[config.mk]
export PLATFORM = sky130hd
export DESIGN_NAME = multicycle_controller_flat
export DESIGN_NICKNAME = d
export VERILOG_FILES = /design/src/rtl/multicycle_controller_if.sv /design/src/rtl/multicycle_controller.sv /design/src/flat_wrapper.sv
export SDC_FILE = /design/constraint.sdc
export NUM_CORES = 1
export LEC_CHECK = 0
export ABC_CLOCK_PERIOD_IN_PS = 3280
export CAP_MARGIN = 20
export CORE_ASPECT_RATIO = 0.75
export CORE_MARGIN = 5
export CORE_UTILIZATION = 35
export CTS_CLUSTER_SIZE = 28
export DETAILED_ROUTE_END_ITERATION = 10
export HOLD_SLACK_MARGIN = 0.03
export PLACE_DENSITY = 0.6
export SKIP_CTS_REPAIR_TIMING = 1
export SLEW_MARGIN = 0
export SYNTH_ARGS = -nofsm -noshare
export SYNTH_HDL_FRONTEND = slang
export SYNTH_SLANG_ARGS = --single-unit
[constraint.sdc]
create_clock -name Clk -period 3.28 [get_ports Clk]
set_clock_uncertainty 0.05 [all_clocks]
set_input_delay 0.984 -clock Clk [delete_from_list [all_inputs] [get_ports Clk]]
set_output_delay 0.984 -clock Clk [all_outputs]
set_load 0.02 [all_outputs]
[src/rtl/multicycle_controller_if.sv]
// rtl/multicycle_controller_if.sv - control/status bundle between the multicycle controller and the datapath
//
// Purpose: groups the instruction fields, ALU flag, memory handshake and all
//          control strobes of the multicycle controller into one interface.
// Parameters: ALUOP_W (ALUOp width), CNT_W (RetireCount width, INSTR_COUNT_EN only)
// Modports:
//   master - controller side: reads op/func/Zero/MemReady, drives every control output
//   slave  - datapath side: drives op/func/Zero/MemReady, reads every control output
// Optional feature macro: INSTR_COUNT_EN adds RetireCount.
interface multicycle_controller_if #(
  parameter int ALUOP_W = 4
`ifdef INSTR_COUNT_EN
  , parameter int CNT_W = 32
`endif
) ();
  logic [5:0]         op;
  logic [5:0]         func;
  logic               Zero;
  logic               MemReady;
  logic               PCWrite;
  logic               IRWrite;
  logic               RegDst;
  logic               RegWrite;
  logic               ALUSrc;
  logic [ALUOP_W-1:0] ALUOp;
  logic               MemRead;
  logic               MemWrite;
  logic               IorD;
  logic               MemtoReg;
  logic [1:0]         PCSrc;
  logic               RegA;
  logic               RegB;
  logic               IllegalOp;
  logic               MemFault;
  logic               Busy;
`ifdef INSTR_COUNT_EN
  logic [CNT_W-1:0]   RetireCount;
`endif

  modport master (
    input  op, func, Zero, MemReady,
    output PCWrite, IRWrite, RegDst, RegWrite, ALUSrc, ALUOp, MemRead, MemWrite,
           IorD, MemtoReg, PCSrc, RegA, RegB, IllegalOp, MemFault, Busy
`ifdef INSTR_COUNT_EN
    , output RetireCount
`endif
  );

  modport slave (
    output op, func, Zero, MemReady,
    input  PCWrite, IRWrite, RegDst, RegWrite, ALUSrc, ALUOp, MemRead, MemWrite,
           IorD, MemtoReg, PCSrc, RegA, RegB, IllegalOp, MemFault, Busy
`ifdef INSTR_COUNT_EN
    , input RetireCount
`endif
  );
endinterface

[src/rtl/multicycle_controller.sv]
// rtl/multicycle_controller.sv - multicycle FETCH/DECODE/EXEC/MEM/WB control unit for a MIPS-style datapath
//
// Purpose: sequences one instruction over several cycles, drives the shared
//          instruction/data memory request with a bounded ready wait, and
//          reports undecodable instructions and memory timeouts.
// Ports:
//   Clk - rising-edge clock
//   Rst - synchronous active-high reset; gates every output low while high
//   bus - multicycle_controller_if.master (instruction fields, Zero, MemReady in;
//         all control strobes, IllegalOp, MemFault, Busy out)
// Optional feature macro: INSTR_COUNT_EN adds the RetireCount counter.
module multicycle_controller #(
  parameter int ALUOP_W  = 4,
  parameter int WAIT_MAX = 15
`ifdef INSTR_COUNT_EN
  , parameter int CNT_W  = 32
`endif
) (
  input logic                    Clk,
  input logic                    Rst,
  multicycle_controller_if.master bus
);

  typedef enum logic [2:0] {S_FETCH, S_DECODE, S_EXEC, S_MEM, S_WB} state_t;
  typedef enum logic [2:0] {C_RTYPE, C_IMM, C_LW, C_SW, C_BEQ, C_J} cls_t;

  state_t     state_q, state_d;
  cls_t       cls_q, cls_d, dec_cls;
  logic [3:0] aluop_q, aluop_d, dec_aluop;
  logic       shift_q, shift_d, dec_shift, dec_ok;
  logic       illegal_q, illegal_d;
  logic [7:0] cnt_q, cnt_d;
  logic       waiting, timeout;

  // Instruction decode; only consumed in DECODE, so later op/func changes are ignored.
  always_comb begin
    dec_cls   = C_RTYPE;
    dec_aluop = 4'b0000;
    dec_shift = 1'b0;
    dec_ok    = 1'b1;
    case (bus.op)
      6'b000000: begin
        case (bus.func)
          6'b100000: dec_aluop = 4'b0000;
          6'b100010: dec_aluop = 4'b0001;
          6'b100100: dec_aluop = 4'b0011;
          6'b100101: dec_aluop = 4'b0100;
          6'b101010: dec_aluop = 4'b0101;
          6'b000000: begin dec_aluop = 4'b1000; dec_shift = 1'b1; end
          6'b000010: begin dec_aluop = 4'b1001; dec_shift = 1'b1; end
          default:   dec_ok = 1'b0;
        endcase
      end
      6'b011100: begin
        case (bus.func)
          6'b100001: dec_aluop = 4'b1011;
          6'b100000: dec_aluop = 4'b1100;
          6'b000010: dec_aluop = 4'b0010;
          default:   dec_ok = 1'b0;
        endcase
      end
      6'b001000: dec_cls = C_IMM;
      6'b001101: begin dec_cls = C_IMM; dec_aluop = 4'b0100; end
      6'b100011: dec_cls = C_LW;
      6'b101011: dec_cls = C_SW;
      6'b000100: begin dec_cls = C_BEQ; dec_aluop = 4'b0001; end
      6'b000010: dec_cls = C_J;
      default:   dec_ok = 1'b0;
    endcase
  end

  // A wait cycle that would bring the count to WAIT_MAX is the fault cycle;
  // MemReady in that same cycle completes the access instead.
  assign waiting = (state_q == S_FETCH) || (state_q == S_MEM);
  assign timeout = waiting && !bus.MemReady && (cnt_q == 8'(WAIT_MAX - 1));

  always_comb begin
    state_d   = state_q;
    cls_d     = cls_q;
    aluop_d   = aluop_q;
    shift_d   = shift_q;
    illegal_d = 1'b0;
    cnt_d     = cnt_q;
    if (waiting) begin
      cnt_d = (bus.MemReady || timeout) ? 8'd0 : cnt_q + 8'd1;
    end
    case (state_q)
      S_FETCH: if (bus.MemReady) state_d = S_DECODE;
      S_DECODE: begin
        if (dec_ok) begin
          cls_d   = dec_cls;
          aluop_d = dec_aluop;
          shift_d = dec_shift;
          state_d = S_EXEC;
        end else begin
          illegal_d = 1'b1;
          state_d   = S_FETCH;
        end
      end
      S_EXEC: begin
        case (cls_q)
          C_LW, C_SW:  state_d = S_MEM;
          C_BEQ, C_J:  state_d = S_FETCH;
          default:     state_d = S_WB;
        endcase
      end
      S_MEM: begin
        if (bus.MemReady) state_d = (cls_q == C_LW) ? S_WB : S_FETCH;
        else if (timeout) state_d = S_FETCH;
      end
      S_WB:    state_d = S_FETCH;
      default: state_d = S_FETCH;
    endcase
  end

  always_ff @(posedge Clk) begin
    if (Rst) begin
      state_q   <= S_FETCH;
      cls_q     <= C_RTYPE;
      aluop_q   <= 4'b0000;
      shift_q   <= 1'b0;
      illegal_q <= 1'b0;
      cnt_q     <= 8'd0;
    end else begin
      state_q   <= state_d;
      cls_q     <= cls_d;
      aluop_q   <= aluop_d;
      shift_q   <= shift_d;
      illegal_q <= illegal_d;
      cnt_q     <= cnt_d;
    end
  end

  logic       pc_write, ir_write, reg_dst, reg_write, alu_src;
  logic       mem_read, mem_write, i_or_d, mem_to_reg, reg_a, reg_b, busy;
  logic [3:0] alu_op;
  logic [1:0] pc_src;

  // Controls decode from state and the latched class; only the FETCH/beq
  // strobes look at MemReady/Zero. Everything is forced low during reset so
  // an aborted instruction cannot write.
  always_comb begin
    pc_write   = 1'b0;
    ir_write   = 1'b0;
    reg_dst    = 1'b0;
    reg_write  = 1'b0;
    alu_src    = 1'b0;
    alu_op     = 4'b0000;
    mem_read   = 1'b0;
    mem_write  = 1'b0;
    i_or_d     = 1'b0;
    mem_to_reg = 1'b0;
    pc_src     = 2'b00;
    reg_a      = 1'b0;
    reg_b      = 1'b0;
    busy       = 1'b0;
    if (!Rst) begin
      case (state_q)
        S_FETCH: begin
          mem_read = 1'b1;
          ir_write = bus.MemReady;
          pc_write = bus.MemReady;
        end
        S_DECODE: busy = 1'b1;
        S_EXEC: begin
          busy    = 1'b1;
          alu_op  = aluop_q;
          alu_src = (cls_q == C_IMM) || (cls_q == C_LW) || (cls_q == C_SW);
          reg_a   = shift_q;
          reg_b   = shift_q;
          if (cls_q == C_BEQ) begin
            pc_write = bus.Zero;
            pc_src   = 2'b01;
          end else if (cls_q == C_J) begin
            pc_write = 1'b1;
            pc_src   = 2'b10;
          end
        end
        S_MEM: begin
          busy      = 1'b1;
          i_or_d    = 1'b1;
          mem_read  = (cls_q == C_LW);
          mem_write = (cls_q == C_SW);
        end
        S_WB: begin
          busy       = 1'b1;
          reg_write  = 1'b1;
          reg_dst    = (cls_q == C_RTYPE);
          mem_to_reg = (cls_q != C_LW);
        end
        default: busy = 1'b0;
      endcase
    end
  end

  assign bus.PCWrite   = pc_write;
  assign bus.IRWrite   = ir_write;
  assign bus.RegDst    = reg_dst;
  assign bus.RegWrite  = reg_write;
  assign bus.ALUSrc    = alu_src;
  assign bus.ALUOp     = ALUOP_W'(alu_op);
  assign bus.MemRead   = mem_read;
  assign bus.MemWrite  = mem_write;
  assign bus.IorD      = i_or_d;
  assign bus.MemtoReg  = mem_to_reg;
  assign bus.PCSrc     = pc_src;
  assign bus.RegA      = reg_a;
  assign bus.RegB      = reg_b;
  assign bus.Busy      = busy;
  assign bus.IllegalOp = illegal_q && !Rst;
  assign bus.MemFault  = timeout && !Rst;

`ifdef INSTR_COUNT_EN
  logic [CNT_W-1:0] retire_q, retire_d;
  logic             retire;

  // Completion points: WB exit, sw MEM exit, and every beq/j EXEC exit.
  always_comb begin
    retire   = (state_q == S_WB)
            || ((state_q == S_EXEC) && ((cls_q == C_BEQ) || (cls_q == C_J)))
            || ((state_q == S_MEM) && (cls_q == C_SW) && bus.MemReady);
    retire_d = retire ? retire_q + CNT_W'(1) : retire_q;
  end

  always_ff @(posedge Clk) begin
    if (Rst) retire_q <= '0;
    else     retire_q <= retire_d;
  end

  assign bus.RetireCount = retire_q;
`endif

endmodule
[src/flat_wrapper.sv]
// flat-port wrapper written by rule: the top's interface ports become plain ports
module multicycle_controller_flat 
#(
  parameter int ALUOP_W  = 4,
  parameter int WAIT_MAX = 15

)
  (Clk, Rst, bus_op, bus_func, bus_Zero, bus_MemReady, bus_PCWrite, bus_IRWrite, bus_RegDst, bus_RegWrite, bus_ALUSrc, bus_ALUOp, bus_MemRead, bus_MemWrite, bus_IorD, bus_MemtoReg, bus_PCSrc, bus_RegA, bus_RegB, bus_IllegalOp, bus_MemFault, bus_Busy);
  multicycle_controller_if #(.ALUOP_W(ALUOP_W)) bus_i ();
  input logic Clk;
  input logic Rst;
  input wire logic [$bits(bus_i.op)-1:0] bus_op;
  input wire logic [$bits(bus_i.func)-1:0] bus_func;
  input wire logic [$bits(bus_i.Zero)-1:0] bus_Zero;
  input wire logic [$bits(bus_i.MemReady)-1:0] bus_MemReady;
  output wire logic [$bits(bus_i.PCWrite)-1:0] bus_PCWrite;
  output wire logic [$bits(bus_i.IRWrite)-1:0] bus_IRWrite;
  output wire logic [$bits(bus_i.RegDst)-1:0] bus_RegDst;
  output wire logic [$bits(bus_i.RegWrite)-1:0] bus_RegWrite;
  output wire logic [$bits(bus_i.ALUSrc)-1:0] bus_ALUSrc;
  output wire logic [$bits(bus_i.ALUOp)-1:0] bus_ALUOp;
  output wire logic [$bits(bus_i.MemRead)-1:0] bus_MemRead;
  output wire logic [$bits(bus_i.MemWrite)-1:0] bus_MemWrite;
  output wire logic [$bits(bus_i.IorD)-1:0] bus_IorD;
  output wire logic [$bits(bus_i.MemtoReg)-1:0] bus_MemtoReg;
  output wire logic [$bits(bus_i.PCSrc)-1:0] bus_PCSrc;
  output wire logic [$bits(bus_i.RegA)-1:0] bus_RegA;
  output wire logic [$bits(bus_i.RegB)-1:0] bus_RegB;
  output wire logic [$bits(bus_i.IllegalOp)-1:0] bus_IllegalOp;
  output wire logic [$bits(bus_i.MemFault)-1:0] bus_MemFault;
  output wire logic [$bits(bus_i.Busy)-1:0] bus_Busy;
  assign bus_i.op = bus_op;
  assign bus_i.func = bus_func;
  assign bus_i.Zero = bus_Zero;
  assign bus_i.MemReady = bus_MemReady;
  assign bus_PCWrite = bus_i.PCWrite;
  assign bus_IRWrite = bus_i.IRWrite;
  assign bus_RegDst = bus_i.RegDst;
  assign bus_RegWrite = bus_i.RegWrite;
  assign bus_ALUSrc = bus_i.ALUSrc;
  assign bus_ALUOp = bus_i.ALUOp;
  assign bus_MemRead = bus_i.MemRead;
  assign bus_MemWrite = bus_i.MemWrite;
  assign bus_IorD = bus_i.IorD;
  assign bus_MemtoReg = bus_i.MemtoReg;
  assign bus_PCSrc = bus_i.PCSrc;
  assign bus_RegA = bus_i.RegA;
  assign bus_RegB = bus_i.RegB;
  assign bus_IllegalOp = bus_i.IllegalOp;
  assign bus_MemFault = bus_i.MemFault;
  assign bus_Busy = bus_i.Busy;
  multicycle_controller #(.ALUOP_W(ALUOP_W), .WAIT_MAX(WAIT_MAX)) u_core (.Clk(Clk), .Rst(Rst), .bus(bus_i));
endmodule
==> metrics.csv <==
metric,value,unit
rows,20,
combPwrFrac,18.5,%
avgSynthCellArea,7.833,sq um
synth_top_family_by_area,simple AND/OR/NAND/NOR gates,
layout_setup_ws,83.49,ps
clkPwrFrac,40.3,%
synthMuxAreaShare,3.912,%
drt-pass1-iter-count,4,
synth_compound_area_share,18.50,%
placed_cells,299,
drt_wl_total,4.023,mm
min_from,u_core.aluop_q[1]$_SDFFE_PP0P_,
synth.distinct_cells,51,
ys_warn_count,0,
drv_slew,0,
die_h,67.36,um
hold_class,register to register,
ant_nets,0,
critPathKind,primary input to output pin,
drtIter0Drc,72,
synth_xor_xnor_area_share,5.705,%
regArea,400.4,sq um
crit_chain,"dlymetal6s2s_1, or2_1, nor3b_2, buf_4, nand2_1, nor3b_2, dlymetal6s2s_1",
swShare,23.94,%
synthSimpleGateAreaFrac,39.61,%
multi_input_area,1077,sq um
viasPerCell,5.096,
fmax,312.8,MHz
gp_congestion,0.8696,
status,"finished, final reports clean",
most-common-layout-cells,"nor2_1, buf_4, dfxtp_1",
stdcell_area,2161,sq um
io_buffers,35,
worst_pin_slew,534.7,ps
place_area,2066,sq um
cts-root-buf,clkbuf_8,
crit_required,2250,ps
p_seq_share,41.2,%
grt_pass1_vias,1389,
drive_gt1_share,16.94,%
post-route-period-util,97.45,%
slowest_delay,260,ps
layout_min_cycle_time,3197,ps
syn-num-nets,214,
rrSetupSlack,1490,ps
vias,1544,
place_ws,-615.3,ps
slowest_stage,or2_1,
fin_nets,267,
antenna_found_initial,0,
insertion_delay,260,ps
htreeDepth,1,
area_delta_synth_final,40.75,%
ys_ff_latch,20,
setup_viol,0,
cp.arrival,2160,ps
synth-async-reset-ratio,0,%
final_common_cell,nor2_1,
hold_viol_final,0,
grt-ovfl-total,0,
die_area,5825,sq um
drv_cap,0,
syn-instance-count,196,
power,0.6107,mW
ir_worst_vdd,0.2410,mV
initial_core_util,36.96,%
stdcell_count,303,
die_w,86.48,um
cts_tree,done,
post-dp-hpwl,3.113,mm
r2r_start,u_core.cnt_q[4]$_SDFFE_PP0N_,
max_slew_margin,64.28,%
synth-main-ff-cell,dfxtp_1,
synthAdderAreaFrac,1.630,%
power.density,282.6,nW/um^2
cts.path.max_buffers,2,
leakagePower,1.062,nW
p_int,0.4645,mW
diodes,0,
clock-sinks,20,
cp_max_fo,3,
route.detailed.drc,0,
ioPinCount,36,
crit_path_start_kind,primary input,
path_clk_slew,80,ps
synth_edf_count,0,
finalSetupTns,0,ps
startpoint,Rst,
crit_path_end,bus_PCSrc[1],
syn_area,1535,sq um
crit_path_end_kind,output pin,
grt_pass1_wl,6.782,mm
reg2reg_to,u_core.cnt_q[0]$_SDFFE_PP0N_,
grt_max_degree,25,
ys_seq_area_share,26.08,%
core_area,4154,sq um
fillCellCount,415,
p_switching,0.1462,mW
routedWlPerCell,13.28,um
reg2regPathDepth,4,
numCtsBuffers,3,
gr-usage-all-layers,14.44,%
==> kinds of logic (layout without fill, tap and decap cells) <==
kind of cell	count (synthesis)	count (layout)
simple gates	109	109
compound gates	38	38
flops	20	20
buf+inv	12	64
xor+xnor	10	10
mux	5	5
fa+ha+maj	2	2
==> sequential cells by signal (all words and copies together), names as in the netlist <==
name              cells
u_core.cnt_q          8
u_core.aluop_q        4
u_core.cls_q          3
u_core.state_q        3
u_core.illegal_q      1
u_core.shift_q        1
==> power groups by stage <==
| stage | clock network, mW | logic (mW) | registers, mW |
|---|---|---|---|
| floorplan | 0 | 0.0614 | 0.255 |
| detailed placement | 0 | 0.112 | 0.257 |
| global route | 0.263 | 0.123 | 0.252 |
| CTS | 0.254 | 0.113 | 0.251 |
| finish | 0.246 | 0.113 | 0.252 |
| global placement | 0 | 0.112 | 0.257 |
==> worst min-delay path by stage <==
stage / end / depth (start not counted)
finish: u_core.aluop_q[1]$_SDFFE_PP0P_ / 2
global placement: u_core.aluop_q[1]$_SDFFE_PP0P_ / 2
global route: u_core.aluop_q[1]$_SDFFE_PP0P_ / 2
CTS: u_core.aluop_q[1]$_SDFFE_PP0P_ / 2
floorplan: u_core.aluop_q[1]$_SDFFE_PP0P_ / 2
detailed placement: u_core.aluop_q[1]$_SDFFE_PP0P_ / 2
==> worst max-delay path, delay by kind of cell <==
kind / cells / cell delay, ps
buffers and inverters: 3 / 520
AND/OR/NAND/NOR: 4 / 660
==> metal layers <==
layer  wire, um  GRT usage [%]  vias up
met5          0              0        -
met4         34          2.335        0
met3        238          4.512        4
met2       1476          19.75       34
met1       2274          22.04      690
li1           -              -      816
==> cell type report <==
| cell class | count | share of cell area, % |
|---|---|---|
| inverters | 3 | 0.5211 |
| clock buffers | 3 | 1.911 |
| well taps | 55 | 3.185 |
| flip-flops and latches | 20 | 18.53 |
| clock inverters | 1 | 1.390 |
| repair buffers | 57 | 24.61 |
| multi-input cells | 164 | 49.86 |
==> per-stage QoR <==
step	hold WS (ps)	util [%]
after floorplan	396.9	-
after global placement	408.1	49.73
after detailed placement	425.5	49.73
after CTS	437.1	51.45
after global routing	452.6	52.02
final	429.7	52.02
==> Yosys cell counts (5+ instances only) <==
cell | number | area share (%)
a21oi_1 | 10 | 3.3
and2_1 | 7 | 2.9
dfxtp_1 | 20 | 26
nand2_1 | 14 | 3.4
nand2b_1 | 8 | 3.3
nand3_1 | 8 | 2.6
nor2_1 | 27 | 6.6
nor2b_1 | 6 | 2.4
nor3_1 | 6 | 2.0
nor3b_1 | 5 | 2.4
xor2_1 | 6 | 3.4
Note: power is estimated with default switching activity, not from simulation.
